## src/rtl/reorder_buffer_if.sv

```systemverilog
// Bundle of issue, dispatch, CDB, RS-forward and commit signals around the
// reorder buffer. The ROB takes the slave side; the surrounding core (or a
// bench) takes the master side.
//
// Handshake semantics: every *_en strobe is a single-cycle valid qualifier
// with no ready/backpressure; the payload is only meaningful in a cycle where
// its strobe is high. The only flow control is full_o, which the issuer must
// observe before raising iss_en_i (an issue while full is dropped).
interface reorder_buffer_if #(
    parameter int ROB_BIT = 4,
    parameter int REG_BIT = 5,
    parameter int DAT_W   = 32,
    parameter int ADR_W   = 32,
    parameter int OP_W    = 6
);
    // issue
    logic               iss_en_i;
    logic [REG_BIT-1:0] iss_rd_i;
    logic [ROB_BIT-1:0] tail_o;
    logic               full_o;
    // dispatch from register_file
    logic               dp_en_i;
    logic               dp_ic_i;
    logic               dp_ls_i;
    logic [ROB_BIT-1:0] dp_qd_i;
    logic [ROB_BIT-1:0] dp_qj_i;
    logic [ROB_BIT-1:0] dp_qk_i;
    logic [DAT_W-1:0]   dp_vj_i;
    logic [DAT_W-1:0]   dp_vk_i;
    logic [OP_W-1:0]    dp_op_i;
    logic [DAT_W-1:0]   dp_imm_i;
    logic [ADR_W-1:0]   dp_pc_i;
    // common data bus
    logic               cdb_en_i;
    logic [ROB_BIT-1:0] cdb_q_i;
    logic [DAT_W-1:0]   cdb_v_i;
    // forward to reservation stations
    logic               rs_en_o;
    logic               rs_ic_o;
    logic               rs_ls_o;
    logic [ROB_BIT-1:0] rs_qj_o;
    logic [ROB_BIT-1:0] rs_qk_o;
    logic [ROB_BIT-1:0] rs_qd_o;
    logic [DAT_W-1:0]   rs_vj_o;
    logic [DAT_W-1:0]   rs_vk_o;
    logic [OP_W-1:0]    rs_op_o;
    logic [DAT_W-1:0]   rs_imm_o;
    logic [ADR_W-1:0]   rs_pc_o;
    // commit
    logic               cm_en_o;
    logic [REG_BIT-1:0] cm_rd_o;
    logic [ROB_BIT-1:0] cm_q_o;
    logic [DAT_W-1:0]   cm_v_o;
    logic               st_cm_o;
    logic [ROB_BIT-1:0] st_q_o;
    // debug view of the queue pointers
    logic [ROB_BIT-1:0] dbg_head_o;
    logic [ROB_BIT-1:0] dbg_count_o;

    modport slave (
        input  iss_en_i, iss_rd_i,
        input  dp_en_i, dp_ic_i, dp_ls_i, dp_qd_i, dp_qj_i, dp_qk_i,
        input  dp_vj_i, dp_vk_i, dp_op_i, dp_imm_i, dp_pc_i,
        input  cdb_en_i, cdb_q_i, cdb_v_i,
        output tail_o, full_o,
        output rs_en_o, rs_ic_o, rs_ls_o, rs_qj_o, rs_qk_o, rs_qd_o,
        output rs_vj_o, rs_vk_o, rs_op_o, rs_imm_o, rs_pc_o,
        output cm_en_o, cm_rd_o, cm_q_o, cm_v_o, st_cm_o, st_q_o,
        output dbg_head_o, dbg_count_o
    );

    modport master (
        output iss_en_i, iss_rd_i,
        output dp_en_i, dp_ic_i, dp_ls_i, dp_qd_i, dp_qj_i, dp_qk_i,
        output dp_vj_i, dp_vk_i, dp_op_i, dp_imm_i, dp_pc_i,
        output cdb_en_i, cdb_q_i, cdb_v_i,
        input  tail_o, full_o,
        input  rs_en_o, rs_ic_o, rs_ls_o, rs_qj_o, rs_qk_o, rs_qd_o,
        input  rs_vj_o, rs_vk_o, rs_op_o, rs_imm_o, rs_pc_o,
        input  cm_en_o, cm_rd_o, cm_q_o, cm_v_o, st_cm_o, st_q_o,
        input  dbg_head_o, dbg_count_o
    );
endinterface

```

## src/rtl/reorder_buffer.sv

```systemverilog
// Circular reorder buffer: allocates tags at issue, resolves operand tags of
// dispatched bundles against completed entries and the CDB, forwards the
// bundle to the reservation stations, and retires in order one per cycle.
// Tag 0 means "no producer" and is never allocated.
module reorder_buffer #(
    parameter int ROB_BIT   = 4,
    parameter int REG_BIT   = 5,
    parameter int DAT_W     = 32,
    parameter int ADR_W     = 32,
    parameter int OP_W      = 6,
    // Opcodes in [ST_OP_LO, ST_OP_HI] with ls=1 are stores (retire to LSB).
    parameter int ST_OP_LO  = 24,
    parameter int ST_OP_HI  = 26
) (
    input  logic clk,
    input  logic rst,
    input  logic en,
    input  logic flush_i,
    reorder_buffer_if.slave rob
);
    localparam int DEPTH = 1 << ROB_BIT;
    localparam logic [ROB_BIT-1:0] TAG_FIRST = ROB_BIT'(1);
    localparam logic [ROB_BIT-1:0] TAG_LAST  = ROB_BIT'(DEPTH - 1);
    localparam logic [OP_W-1:0]    ST_LO     = OP_W'(ST_OP_LO);
    localparam logic [OP_W-1:0]    ST_HI     = OP_W'(ST_OP_HI);

    // Per-entry state
    logic [DEPTH-1:0]   busy_q, filled_q, ready_q, is_st_q;
    logic [REG_BIT-1:0] rd_q  [DEPTH];
    logic [DAT_W-1:0]   val_q [DEPTH];

    logic [ROB_BIT-1:0] head_q, tail_q, count_q;

    // Registered outputs
    logic               rs_en_q, rs_ic_q, rs_ls_q;
    logic [ROB_BIT-1:0] rs_qj_q, rs_qk_q, rs_qd_q;
    logic [DAT_W-1:0]   rs_vj_q, rs_vk_q, rs_imm_q;
    logic [OP_W-1:0]    rs_op_q;
    logic [ADR_W-1:0]   rs_pc_q;
    logic               cm_en_q, st_cm_q;
    logic [REG_BIT-1:0] cm_rd_q;
    logic [ROB_BIT-1:0] cm_q_q, st_tag_q;
    logic [DAT_W-1:0]   cm_v_q;

    logic               full, alloc, commit, fill, cdb_hit, store_op, head_is_st;
    logic [ROB_BIT-1:0] qj_res, qk_res;
    logic [DAT_W-1:0]   vj_res, vk_res;

    function automatic logic [ROB_BIT-1:0] tag_next(input logic [ROB_BIT-1:0] t);
        return (t == TAG_LAST) ? TAG_FIRST : t + 1'b1;
    endfunction

    assign full       = (count_q == TAG_LAST);
    assign alloc      = en && rob.iss_en_i && !full;
    assign commit     = en && busy_q[head_q] && filled_q[head_q] && ready_q[head_q];
    assign fill       = en && rob.dp_en_i;
    assign cdb_hit    = en && rob.cdb_en_i && busy_q[rob.cdb_q_i];
    assign store_op   = rob.dp_ls_i && (rob.dp_op_i >= ST_LO) && (rob.dp_op_i <= ST_HI);
    assign head_is_st = is_st_q[head_q];

    // Resolve source tags from pre-edge ROB state, then from the same-cycle CDB.
    always_comb begin
        qj_res = rob.dp_qj_i;
        vj_res = rob.dp_vj_i;
        qk_res = rob.dp_qk_i;
        vk_res = rob.dp_vk_i;
        if (rob.dp_qj_i != '0) begin
            if (ready_q[rob.dp_qj_i]) begin
                qj_res = '0;
                vj_res = val_q[rob.dp_qj_i];
            end else if (rob.cdb_en_i && rob.cdb_q_i == rob.dp_qj_i) begin
                qj_res = '0;
                vj_res = rob.cdb_v_i;
            end
        end
        if (rob.dp_qk_i != '0) begin
            if (ready_q[rob.dp_qk_i]) begin
                qk_res = '0;
                vk_res = val_q[rob.dp_qk_i];
            end else if (rob.cdb_en_i && rob.cdb_q_i == rob.dp_qk_i) begin
                qk_res = '0;
                vk_res = rob.cdb_v_i;
            end
        end
    end

    // Control state: pointers, count and per-entry flags. Allocation is applied
    // last so it overrides any stale flags of the entry being reused.
    always_ff @(posedge clk) begin
        if (rst || flush_i) begin
            head_q   <= TAG_FIRST;
            tail_q   <= TAG_FIRST;
            count_q  <= '0;
            busy_q   <= '0;
            filled_q <= '0;
            ready_q  <= '0;
            is_st_q  <= '0;
        end else if (en) begin
            if (cdb_hit) ready_q[rob.cdb_q_i] <= 1'b1;
            if (fill) begin
                filled_q[rob.dp_qd_i] <= 1'b1;
                is_st_q[rob.dp_qd_i]  <= store_op;
            end
            if (commit) begin
                busy_q[head_q] <= 1'b0;
                head_q         <= tag_next(head_q);
            end
            if (alloc) begin
                busy_q[tail_q]   <= 1'b1;
                filled_q[tail_q] <= 1'b0;
                ready_q[tail_q]  <= 1'b0;
                tail_q           <= tag_next(tail_q);
            end
            case ({alloc, commit})
                2'b10:   count_q <= count_q + 1'b1;
                2'b01:   count_q <= count_q - 1'b1;
                default: count_q <= count_q;
            endcase
        end
    end

    // Entry payload (destination and result value); no reset needed.
    always_ff @(posedge clk) begin
        if (!rst && !flush_i && en) begin
            if (cdb_hit) val_q[rob.cdb_q_i] <= rob.cdb_v_i;
            if (alloc)   rd_q[tail_q]       <= rob.iss_rd_i;
        end
    end

    // Output registers: RS forward one cycle after dispatch, commit pulses.
    always_ff @(posedge clk) begin
        if (rst || flush_i) begin
            rs_en_q  <= 1'b0;  rs_ic_q <= 1'b0;  rs_ls_q <= 1'b0;
            rs_qj_q  <= '0;    rs_qk_q <= '0;    rs_qd_q <= '0;
            rs_vj_q  <= '0;    rs_vk_q <= '0;    rs_imm_q <= '0;
            rs_op_q  <= '0;    rs_pc_q <= '0;
            cm_en_q  <= 1'b0;  st_cm_q <= 1'b0;
            cm_rd_q  <= '0;    cm_q_q  <= '0;    cm_v_q <= '0;
            st_tag_q <= '0;
        end else if (!en) begin
            rs_en_q <= 1'b0;
            cm_en_q <= 1'b0;
            st_cm_q <= 1'b0;
        end else begin
            rs_en_q <= fill;
            if (fill) begin
                rs_ic_q  <= rob.dp_ic_i;
                rs_ls_q  <= rob.dp_ls_i;
                rs_qd_q  <= rob.dp_qd_i;
                rs_qj_q  <= qj_res;
                rs_qk_q  <= qk_res;
                rs_vj_q  <= vj_res;
                rs_vk_q  <= vk_res;
                rs_op_q  <= rob.dp_op_i;
                rs_imm_q <= rob.dp_imm_i;
                rs_pc_q  <= rob.dp_pc_i;
            end
            cm_en_q <= commit && !head_is_st;
            st_cm_q <= commit && head_is_st;
            if (commit && !head_is_st) begin
                cm_rd_q <= rd_q[head_q];
                cm_q_q  <= head_q;
                cm_v_q  <= val_q[head_q];
            end
            if (commit && head_is_st) st_tag_q <= head_q;
        end
    end

    assign rob.tail_o      = tail_q;
    assign rob.full_o      = full;
    assign rob.rs_en_o     = rs_en_q && en;
    assign rob.rs_ic_o     = rs_ic_q;
    assign rob.rs_ls_o     = rs_ls_q;
    assign rob.rs_qj_o     = rs_qj_q;
    assign rob.rs_qk_o     = rs_qk_q;
    assign rob.rs_qd_o     = rs_qd_q;
    assign rob.rs_vj_o     = rs_vj_q;
    assign rob.rs_vk_o     = rs_vk_q;
    assign rob.rs_op_o     = rs_op_q;
    assign rob.rs_imm_o    = rs_imm_q;
    assign rob.rs_pc_o     = rs_pc_q;
    assign rob.cm_en_o     = cm_en_q && en;
    assign rob.cm_rd_o     = cm_rd_q;
    assign rob.cm_q_o      = cm_q_q;
    assign rob.cm_v_o      = cm_v_q;
    assign rob.st_cm_o     = st_cm_q && en;
    assign rob.st_q_o      = st_tag_q;
    assign rob.dbg_head_o  = head_q;
    assign rob.dbg_count_o = count_q;
endmodule

```

## src/flat_wrapper.sv

```systemverilog
// flat-port wrapper written by rule: the top's interface ports become plain ports
module reorder_buffer_flat 
#(
    parameter int ROB_BIT   = 4,
    parameter int REG_BIT   = 5,
    parameter int DAT_W     = 32,
    parameter int ADR_W     = 32,
    parameter int OP_W      = 6,
                                                                            
    parameter int ST_OP_LO  = 24,
    parameter int ST_OP_HI  = 26
)
  (clk, rst, en, flush_i, rob_iss_en_i, rob_iss_rd_i, rob_dp_en_i, rob_dp_ic_i, rob_dp_ls_i, rob_dp_qd_i, rob_dp_qj_i, rob_dp_qk_i, rob_dp_vj_i, rob_dp_vk_i, rob_dp_op_i, rob_dp_imm_i, rob_dp_pc_i, rob_cdb_en_i, rob_cdb_q_i, rob_cdb_v_i, rob_tail_o, rob_full_o, rob_rs_en_o, rob_rs_ic_o, rob_rs_ls_o, rob_rs_qj_o, rob_rs_qk_o, rob_rs_qd_o, rob_rs_vj_o, rob_rs_vk_o, rob_rs_op_o, rob_rs_imm_o, rob_rs_pc_o, rob_cm_en_o, rob_cm_rd_o, rob_cm_q_o, rob_cm_v_o, rob_st_cm_o, rob_st_q_o, rob_dbg_head_o, rob_dbg_count_o);
  reorder_buffer_if #(.ROB_BIT(ROB_BIT), .REG_BIT(REG_BIT), .DAT_W(DAT_W), .ADR_W(ADR_W), .OP_W(OP_W)) rob_i ();
  input  logic clk;
  input  logic rst;
  input  logic en;
  input  logic flush_i;
  input wire logic [$bits(rob_i.iss_en_i)-1:0] rob_iss_en_i;
  input wire logic [$bits(rob_i.iss_rd_i)-1:0] rob_iss_rd_i;
  input wire logic [$bits(rob_i.dp_en_i)-1:0] rob_dp_en_i;
  input wire logic [$bits(rob_i.dp_ic_i)-1:0] rob_dp_ic_i;
  input wire logic [$bits(rob_i.dp_ls_i)-1:0] rob_dp_ls_i;
  input wire logic [$bits(rob_i.dp_qd_i)-1:0] rob_dp_qd_i;
  input wire logic [$bits(rob_i.dp_qj_i)-1:0] rob_dp_qj_i;
  input wire logic [$bits(rob_i.dp_qk_i)-1:0] rob_dp_qk_i;
  input wire logic [$bits(rob_i.dp_vj_i)-1:0] rob_dp_vj_i;
  input wire logic [$bits(rob_i.dp_vk_i)-1:0] rob_dp_vk_i;
  input wire logic [$bits(rob_i.dp_op_i)-1:0] rob_dp_op_i;
  input wire logic [$bits(rob_i.dp_imm_i)-1:0] rob_dp_imm_i;
  input wire logic [$bits(rob_i.dp_pc_i)-1:0] rob_dp_pc_i;
  input wire logic [$bits(rob_i.cdb_en_i)-1:0] rob_cdb_en_i;
  input wire logic [$bits(rob_i.cdb_q_i)-1:0] rob_cdb_q_i;
  input wire logic [$bits(rob_i.cdb_v_i)-1:0] rob_cdb_v_i;
  output wire logic [$bits(rob_i.tail_o)-1:0] rob_tail_o;
  output wire logic [$bits(rob_i.full_o)-1:0] rob_full_o;
  output wire logic [$bits(rob_i.rs_en_o)-1:0] rob_rs_en_o;
  output wire logic [$bits(rob_i.rs_ic_o)-1:0] rob_rs_ic_o;
  output wire logic [$bits(rob_i.rs_ls_o)-1:0] rob_rs_ls_o;
  output wire logic [$bits(rob_i.rs_qj_o)-1:0] rob_rs_qj_o;
  output wire logic [$bits(rob_i.rs_qk_o)-1:0] rob_rs_qk_o;
  output wire logic [$bits(rob_i.rs_qd_o)-1:0] rob_rs_qd_o;
  output wire logic [$bits(rob_i.rs_vj_o)-1:0] rob_rs_vj_o;
  output wire logic [$bits(rob_i.rs_vk_o)-1:0] rob_rs_vk_o;
  output wire logic [$bits(rob_i.rs_op_o)-1:0] rob_rs_op_o;
  output wire logic [$bits(rob_i.rs_imm_o)-1:0] rob_rs_imm_o;
  output wire logic [$bits(rob_i.rs_pc_o)-1:0] rob_rs_pc_o;
  output wire logic [$bits(rob_i.cm_en_o)-1:0] rob_cm_en_o;
  output wire logic [$bits(rob_i.cm_rd_o)-1:0] rob_cm_rd_o;
  output wire logic [$bits(rob_i.cm_q_o)-1:0] rob_cm_q_o;
  output wire logic [$bits(rob_i.cm_v_o)-1:0] rob_cm_v_o;
  output wire logic [$bits(rob_i.st_cm_o)-1:0] rob_st_cm_o;
  output wire logic [$bits(rob_i.st_q_o)-1:0] rob_st_q_o;
  output wire logic [$bits(rob_i.dbg_head_o)-1:0] rob_dbg_head_o;
  output wire logic [$bits(rob_i.dbg_count_o)-1:0] rob_dbg_count_o;
  assign rob_i.iss_en_i = rob_iss_en_i;
  assign rob_i.iss_rd_i = rob_iss_rd_i;
  assign rob_i.dp_en_i = rob_dp_en_i;
  assign rob_i.dp_ic_i = rob_dp_ic_i;
  assign rob_i.dp_ls_i = rob_dp_ls_i;
  assign rob_i.dp_qd_i = rob_dp_qd_i;
  assign rob_i.dp_qj_i = rob_dp_qj_i;
  assign rob_i.dp_qk_i = rob_dp_qk_i;
  assign rob_i.dp_vj_i = rob_dp_vj_i;
  assign rob_i.dp_vk_i = rob_dp_vk_i;
  assign rob_i.dp_op_i = rob_dp_op_i;
  assign rob_i.dp_imm_i = rob_dp_imm_i;
  assign rob_i.dp_pc_i = rob_dp_pc_i;
  assign rob_i.cdb_en_i = rob_cdb_en_i;
  assign rob_i.cdb_q_i = rob_cdb_q_i;
  assign rob_i.cdb_v_i = rob_cdb_v_i;
  assign rob_tail_o = rob_i.tail_o;
  assign rob_full_o = rob_i.full_o;
  assign rob_rs_en_o = rob_i.rs_en_o;
  assign rob_rs_ic_o = rob_i.rs_ic_o;
  assign rob_rs_ls_o = rob_i.rs_ls_o;
  assign rob_rs_qj_o = rob_i.rs_qj_o;
  assign rob_rs_qk_o = rob_i.rs_qk_o;
  assign rob_rs_qd_o = rob_i.rs_qd_o;
  assign rob_rs_vj_o = rob_i.rs_vj_o;
  assign rob_rs_vk_o = rob_i.rs_vk_o;
  assign rob_rs_op_o = rob_i.rs_op_o;
  assign rob_rs_imm_o = rob_i.rs_imm_o;
  assign rob_rs_pc_o = rob_i.rs_pc_o;
  assign rob_cm_en_o = rob_i.cm_en_o;
  assign rob_cm_rd_o = rob_i.cm_rd_o;
  assign rob_cm_q_o = rob_i.cm_q_o;
  assign rob_cm_v_o = rob_i.cm_v_o;
  assign rob_st_cm_o = rob_i.st_cm_o;
  assign rob_st_q_o = rob_i.st_q_o;
  assign rob_dbg_head_o = rob_i.dbg_head_o;
  assign rob_dbg_count_o = rob_i.dbg_count_o;
  reorder_buffer #(.ROB_BIT(ROB_BIT), .REG_BIT(REG_BIT), .DAT_W(DAT_W), .ADR_W(ADR_W), .OP_W(OP_W), .ST_OP_LO(ST_OP_LO), .ST_OP_HI(ST_OP_HI)) u_core (.clk(clk), .rst(rst), .en(en), .flush_i(flush_i), .rob(rob_i));
endmodule
```

## config.mk

```make
export PLATFORM = sky130hd
export DESIGN_NAME = reorder_buffer_flat
export DESIGN_NICKNAME = d
export VERILOG_FILES = /design/src/rtl/reorder_buffer_if.sv /design/src/rtl/reorder_buffer.sv /design/src/flat_wrapper.sv
export SDC_FILE = /design/constraint.sdc
export NUM_CORES = 2
export LEC_CHECK = 0
export CAP_MARGIN = 40
export CORE_UTILIZATION = 52
export DETAILED_ROUTE_END_ITERATION = 8
export PLACE_DENSITY = 0.76
export SKIP_CTS_REPAIR_TIMING = 1
export SLEW_MARGIN = 10
export SYNTH_ARGS = -nofsm -noshare
export SYNTH_HDL_FRONTEND = slang
export SYNTH_SLANG_ARGS = --single-unit
```

## constraint.sdc

```tcl
create_clock -name clk -period 3.9 [get_ports clk]
set_clock_uncertainty 0.05 [all_clocks]
set_input_delay 0.78 -clock clk [delete_from_list [all_inputs] [get_ports clk]]
set_output_delay 0.78 -clock clk [all_outputs]
set_load 0.02 [all_outputs]
```

**Word level (Yosys, flattened, before mapping)**

Memory sizes are Yosys's and may differ from the RTL's. A register that Yosys moved wholly into a read port is not among the register bits.
Cells that the tools add are included.

- Input port bits: 196
- Register bits after elaboration: 235
- Output and inout port bits: 209
- Memories: 2
- Logic and storage cells: 150
- RAM bits: 592

- Reduce and logical (&&, ||, !) cells: 38
- Equal/unequal tests: 7
- Mux-type cells: 56
- Magnitude comparators: 12
- $add $sub $neg: 4
- Bitwise operators: 9

Memories:

| name | words | bits a word | rd ports | clocked after Yosys merged registers in | wr ports | RTL line | source |
|---|---|---|---|---|---|---|---|
| u_core.val_q | 16 | 32 | 3 | 1 | 1 | reorder_buffer.sv:30 | `logic [DAT_W-1:0] val_q [DEPTH];` |
| u_core.rd_q | 16 | 5 | 1 | 1 | 1 | reorder_buffer.sv:29 | `logic [REG_BIT-1:0] rd_q [DEPTH];` |

Operator list:

| operator | number |
|---|---|
| two-way mux 16 bit | 12 |
| two-way mux 32 bit | 6 |
| AND 16 bit | 3 |
| OR 16 bit | 3 |
| two-way mux 4 bit | 8 |
| NOT 16 bit | 2 |
| < comparator 4 x 5 -> 1 bit, second input constant | 6 |
| binary-select mux 1 bit (select 4 bit) | 7 |
| logical AND 1 bit | 23 |
| two-way mux 1 bit | 17 |
| bitwise mux 16 bit | 1 |
| demux 1 bit (select 4 bit) | 4 |
| greater-or-equal comparator 4 x 1 -> 1 bit, second input constant | 4 |
| adder 4 x 1 -> 4 bit, second input constant | 3 |
| equality test 4 bit, second input constant | 3 |
| AND reduction 2 bit | 6 |
| equality test 4 bit | 2 |
| one-hot mux 4 bit (2 select lines) | 1 |
| nonzero test 4 bit | 2 |
| greater-or-equal comparator 6 x 5 -> 1 bit, second input constant | 1 |
| <= comparator 6 x 5 -> 1 bit, second input constant | 1 |
| logical NOT 1 bit | 4 |
| subtractor 4 x 1 -> 4 bit, second input constant | 1 |
| equality test 2 x 1 -> 1 bit, second input constant | 1 |
| other kinds (5) | 5 |

**Logic depth before layout (Yosys ltp)**

- Word-level depth: 11
- Gate-level depth with buffers: 17
- Gate-level depth less buffers: 12

**Least setup slack after synthesis**

No wires, ideal clock.

- Path type: input to register
- From: input rob_cdb_q_i[1]
- To: memory u_core.val_q[12][0], enable pin
- Path buffers: 1
- Setup slack: -0.123 ns
- Required time: 3.429 ns
- Stages on the path: 6
- Arrival: 3.552 ns
- Library setup time: 0.421 ns
- Cells stage by stage: clkbuf_1 -> mux4_2 -> mux4_2 -> and3_1 -> or3b_2 -> nor2_1

- Longest elaborated chain between the ends: 6

RTL lines:

| element | RTL line | source |
|---|---|---|
| from (decl) | flat_wrapper.sv:33 | `input wire logic [$bits(rob_i.cdb_q_i)-1:0] rob_cdb_q_i;` |
| binary-select mux 1 bit (select 4 bit) | reorder_buffer.sv:57 | `assign cdb_hit = en && rob.cdb_en_i && busy_q[rob.cdb_q_i];` |
| two-way mux 1 bit (implied by the code) | reorder_buffer.sv:57 |  |
| logical AND 1 bit | reorder_buffer.sv:57 |  |
| two-way mux 1 bit | reorder_buffer.sv:125 | `if (cdb_hit) val_q[rob.cdb_q_i] <= rob.cdb_v_i;` |
| two-way mux 1 bit | reorder_buffer.sv:124 | `if (!rst && !flush_i && en) begin` |
| two-way mux 1 bit (implied by the code) | reorder_buffer.sv:125 |  |
| to (decl) | reorder_buffer.sv:30 |  |

Several ways; a longest one is shown, not always the timed one. The select of a mux whose other input is x is not followed.

**Final worst setup path**

- From: register u_core.head_q[0] (netlist: u_core.rob.dbg_head_o[0])
- To: output rob_dbg_head_o[0]

RTL lines:

| element | RTL line | source |
|---|---|---|
| from (decl) | reorder_buffer.sv:32 | `logic [ROB_BIT-1:0] head_q, tail_q, count_q;` |
| from (signal assigned) | reorder_buffer.sv:106 | `head_q <= tag_next(head_q);` |
| to (decl) | flat_wrapper.sv:54 | `output wire logic [$bits(rob_i.dbg_head_o)-1:0] rob_dbg_head_o;` |

No word-level cell between the ends.

==> results_dict.tcl <==
set metrics [dict create \
    drive_above_1_share_pct 24.8 \
    ir_worst_vdd_mv 0.314 \
    final_area_um2 51900 \
    ios 405 \
    required_ns 3.07 \
    wl_per_cell_um 31.1 \
    power_mw 20.3 \
    synth.cell_area_um2 43000 \
    ys_types 61 \
    crit_path_end_kind "output pin" \
    synth_flop_cell "edfxtp_1" \
    grtUsageTotal_pct 32.0 \
    die-area_um2 83900 \
    cp.buffers_inverters 2 \
    num-fill-cells 5673 \
    seq_area_frac_synth_pct 54.0 \
    max_freq_mhz 296 \
    status "complete, no violations" \
    path_clk_slew_ns 0.06 \
    timing.final.crit_period_ns 3.37 \
    hold_class "reg2reg" \
    dp_cells 4180 \
    crit_fanout 30 \
    powerDensity_nw_per_um2 390 \
    htree_levels 3 \
    root_buffer "clkbuf_16" \
    coreArea_um2 82000 \
    first_iter_violations 3621 \
    maxCapViolations 0 \
    via_per_inst 7.02 \
    hold_viol 0 \
    cts_made_buffers 89 \
    vias 30600 \
    drv_slew 0 \
    synth_edf_count 592 \
    cp-start-kind "register" \
    antenna_found_initial 9 \
    slew_headroom_pct 34.4 \
    critPathTopFamily "buffers and inverters" \
    nets 3409 \
    place_congestion 0.907 \
    grt_pass1_vias 30900 \
    critical_path_arrival_ns 2.54 \
    cts_tree "built" \
    dieWidth_um 290 \
    ys_seq_elements 864 \
    fp-row-count 105 \
    finalCritPeriodShare_pct 86.5 \
    grt.overflow.total 0 \
    dp_hpwl_um 84600 \
    clkLatencyLatePin_ns 0.67 \
    async_flop_share_pct 0 \
    synthToLayoutAreaGrowth_pct 20.7 \
    syn-instance-count 2857 \
    critPathSlowestCell "clkdlybuf4s50_1" \
    die_h_um 290 \
    final_util_pct 63.3 \
    grt_pass1_wl_um 198000 \
    grt_max_degree 120 \
    drc 0 \
    syn_nets 3064 \
    tightest_slew_ns 0.984 \
    initial_utilization_pct 52.5 \
    cts.sinks 864 \
    crit_type "reg2out" \
    drtAntennaViolNets 0 \
    port_buffers 404 \
    syn_avg_cell_area_um2 15.1 \
    ys_warn_count 0 \
    fin_cells 4354 \
    setup_viol 0 \
    reg2reg_slack_ns 0.58 \
    placed_cell_area_um2 48800 \
    drt_wl_total_um 135000 \
    drt_first_pass_iters 6 \
    crit_path_cell_trace "buf_4, clkdlybuf4s50_1" \
    rsz0062_at_grt "no" \
    slowest_delay_ns 0.69 \
    cts.path.max_buffers 3 \
    p_leak_nw 16.9 \
]
==> routing by layer <==
layer  GRT usage (%)  vias to the layer above  routed length, µm
met5           0.625                        -                112
met4            16.3                        8               7370
met3            9.56                      435              17300
met2            50.3                     2402              63600
met1            40.3                    15400              47000
li1                -                    12300                  -
==> synthesized netlist by cell type (8+ instances only) <==
cell type    n  area share, %
o21ai_0     19           0.22
nand4_1     10           0.15
buf_2       60           0.70
mux4_2     494             26
and2_1       8           0.12
mux2i_1    155            3.6
nor3_1      17           0.20
a31oi_1      8           0.12
o21a_1       8           0.14
nand2b_1     8           0.12
inv_1       10          0.087
o311ai_0    63            1.3
a22oi_1     65            1.1
xor2_1      10           0.20
dfxtp_1    272             13
nand3_1     84           0.98
a21oi_1    133            1.5
ha_1        11           0.32
clkbuf_1   139            1.2
o211ai_1    33           0.58
nand3b_1     8           0.14
a21boi_0    33           0.58
edfxtp_1   592             41
nand2_1    352            3.1
buf_1       47           0.41
nor2_1      78           0.68
nor2b_1      8           0.12
and3_1      42           0.61
==> through the flow <==
stage               setup TNS, ns  setup WS [ns]  hold WS (ns)
floorplan                  -17.45         -0.123         0.385
detailed placement              0         0.0314         0.397
global route                    0          0.379         0.421
finish                          0          0.526         0.403
global placement                0         0.0769         0.393
CTS                             0          0.435         0.405
==> layout by cell type (no fill, tap or decap), drive strengths merged, types with 42 or more instances in the layout <==
cell and count:
clkbuf 130, nor2 78, edfxtp 592, buf 111, clkdlybuf4s50 398, a21oi 133
and3 42, mux4 494, mux2i 155, dfxtp 272, nand2 352, nand3 85
a22oi 65, o311ai 63
==> flip-flops by register name (all words and copies together) (netlist names), 32 cells and up <==
| signal | count |
|---|---|
| u_core.rob.cm_v_o | 32 |
| u_core.rob.rs_imm_o | 32 |
| u_core.val_q | 512 |
| u_core.rob.rs_vj_o | 32 |
| u_core.rd_q | 80 |
| u_core.rob.rs_vk_o | 32 |
| u_core.rob.rs_pc_o | 32 |
==> cell type report <==
type | instances | area [µm²] | share of cell area, %
clock buffers | 128 | 2650 | 5.11
flip-flops and latches | 864 | 23200 | 44.8
repair buffers | 511 | 5330 | 10.3
clock inverters | 40 | 453 | 0.873
well taps | 1070 | 1340 | 2.58
multi-input cells | 1725 | 18800 | 36.3
diodes | 5 | 12.5 | 0.0241
inverters | 11 | 41.3 | 0.0795
==> path summary, 6_finish.rpt <==
check,startpoint,cells after the start,end
worst max-delay path,u_core.rob.dbg_head_o[0],2,rob_dbg_head_o[0]
worst min register to register,u_core.rob.rs_qk_o[3],2,u_core.rob.rs_qk_o[3]
worst min-delay path,u_core.rob.rs_qk_o[3],2,u_core.rob.rs_qk_o[3]
worst max register to register,u_core.rob.dbg_head_o[0],12,u_core.rob.dbg_count_o[2]
==> cells by family (layout without fill, tap and decap cells) <==
kind of cell             Yosys count  after routing  synth area share, %
AO/OA/AOI/OAI                    391            391                 6.20
XOR/XNOR                          16             16                0.326
adder cells (fa/ha/maj)           11             11                0.320
buffers and inverters            268            690                 2.67
flip-flops                       864            864                 54.0
multiplexers                     656            656                 29.6
other                              0              5                    0
AND/OR/NAND/NOR                  651            651                 6.86
==> tightest hold or removal path, stage by stage (launching register included) <==
cell     delay, ns
dfxtp_1       0.31
nand2_1       0.05
a21oi_1       0.05
==> power by group <==
group	total, mW	switching, mW	leakage (nW)	internal (mW)
combinational	1.50	0.834	7.86	0.671
sequential	9.84	0.0259	7.52	9.82
clock	8.91	3.79	1.52	5.12
(Power assumes the default switching activity.)
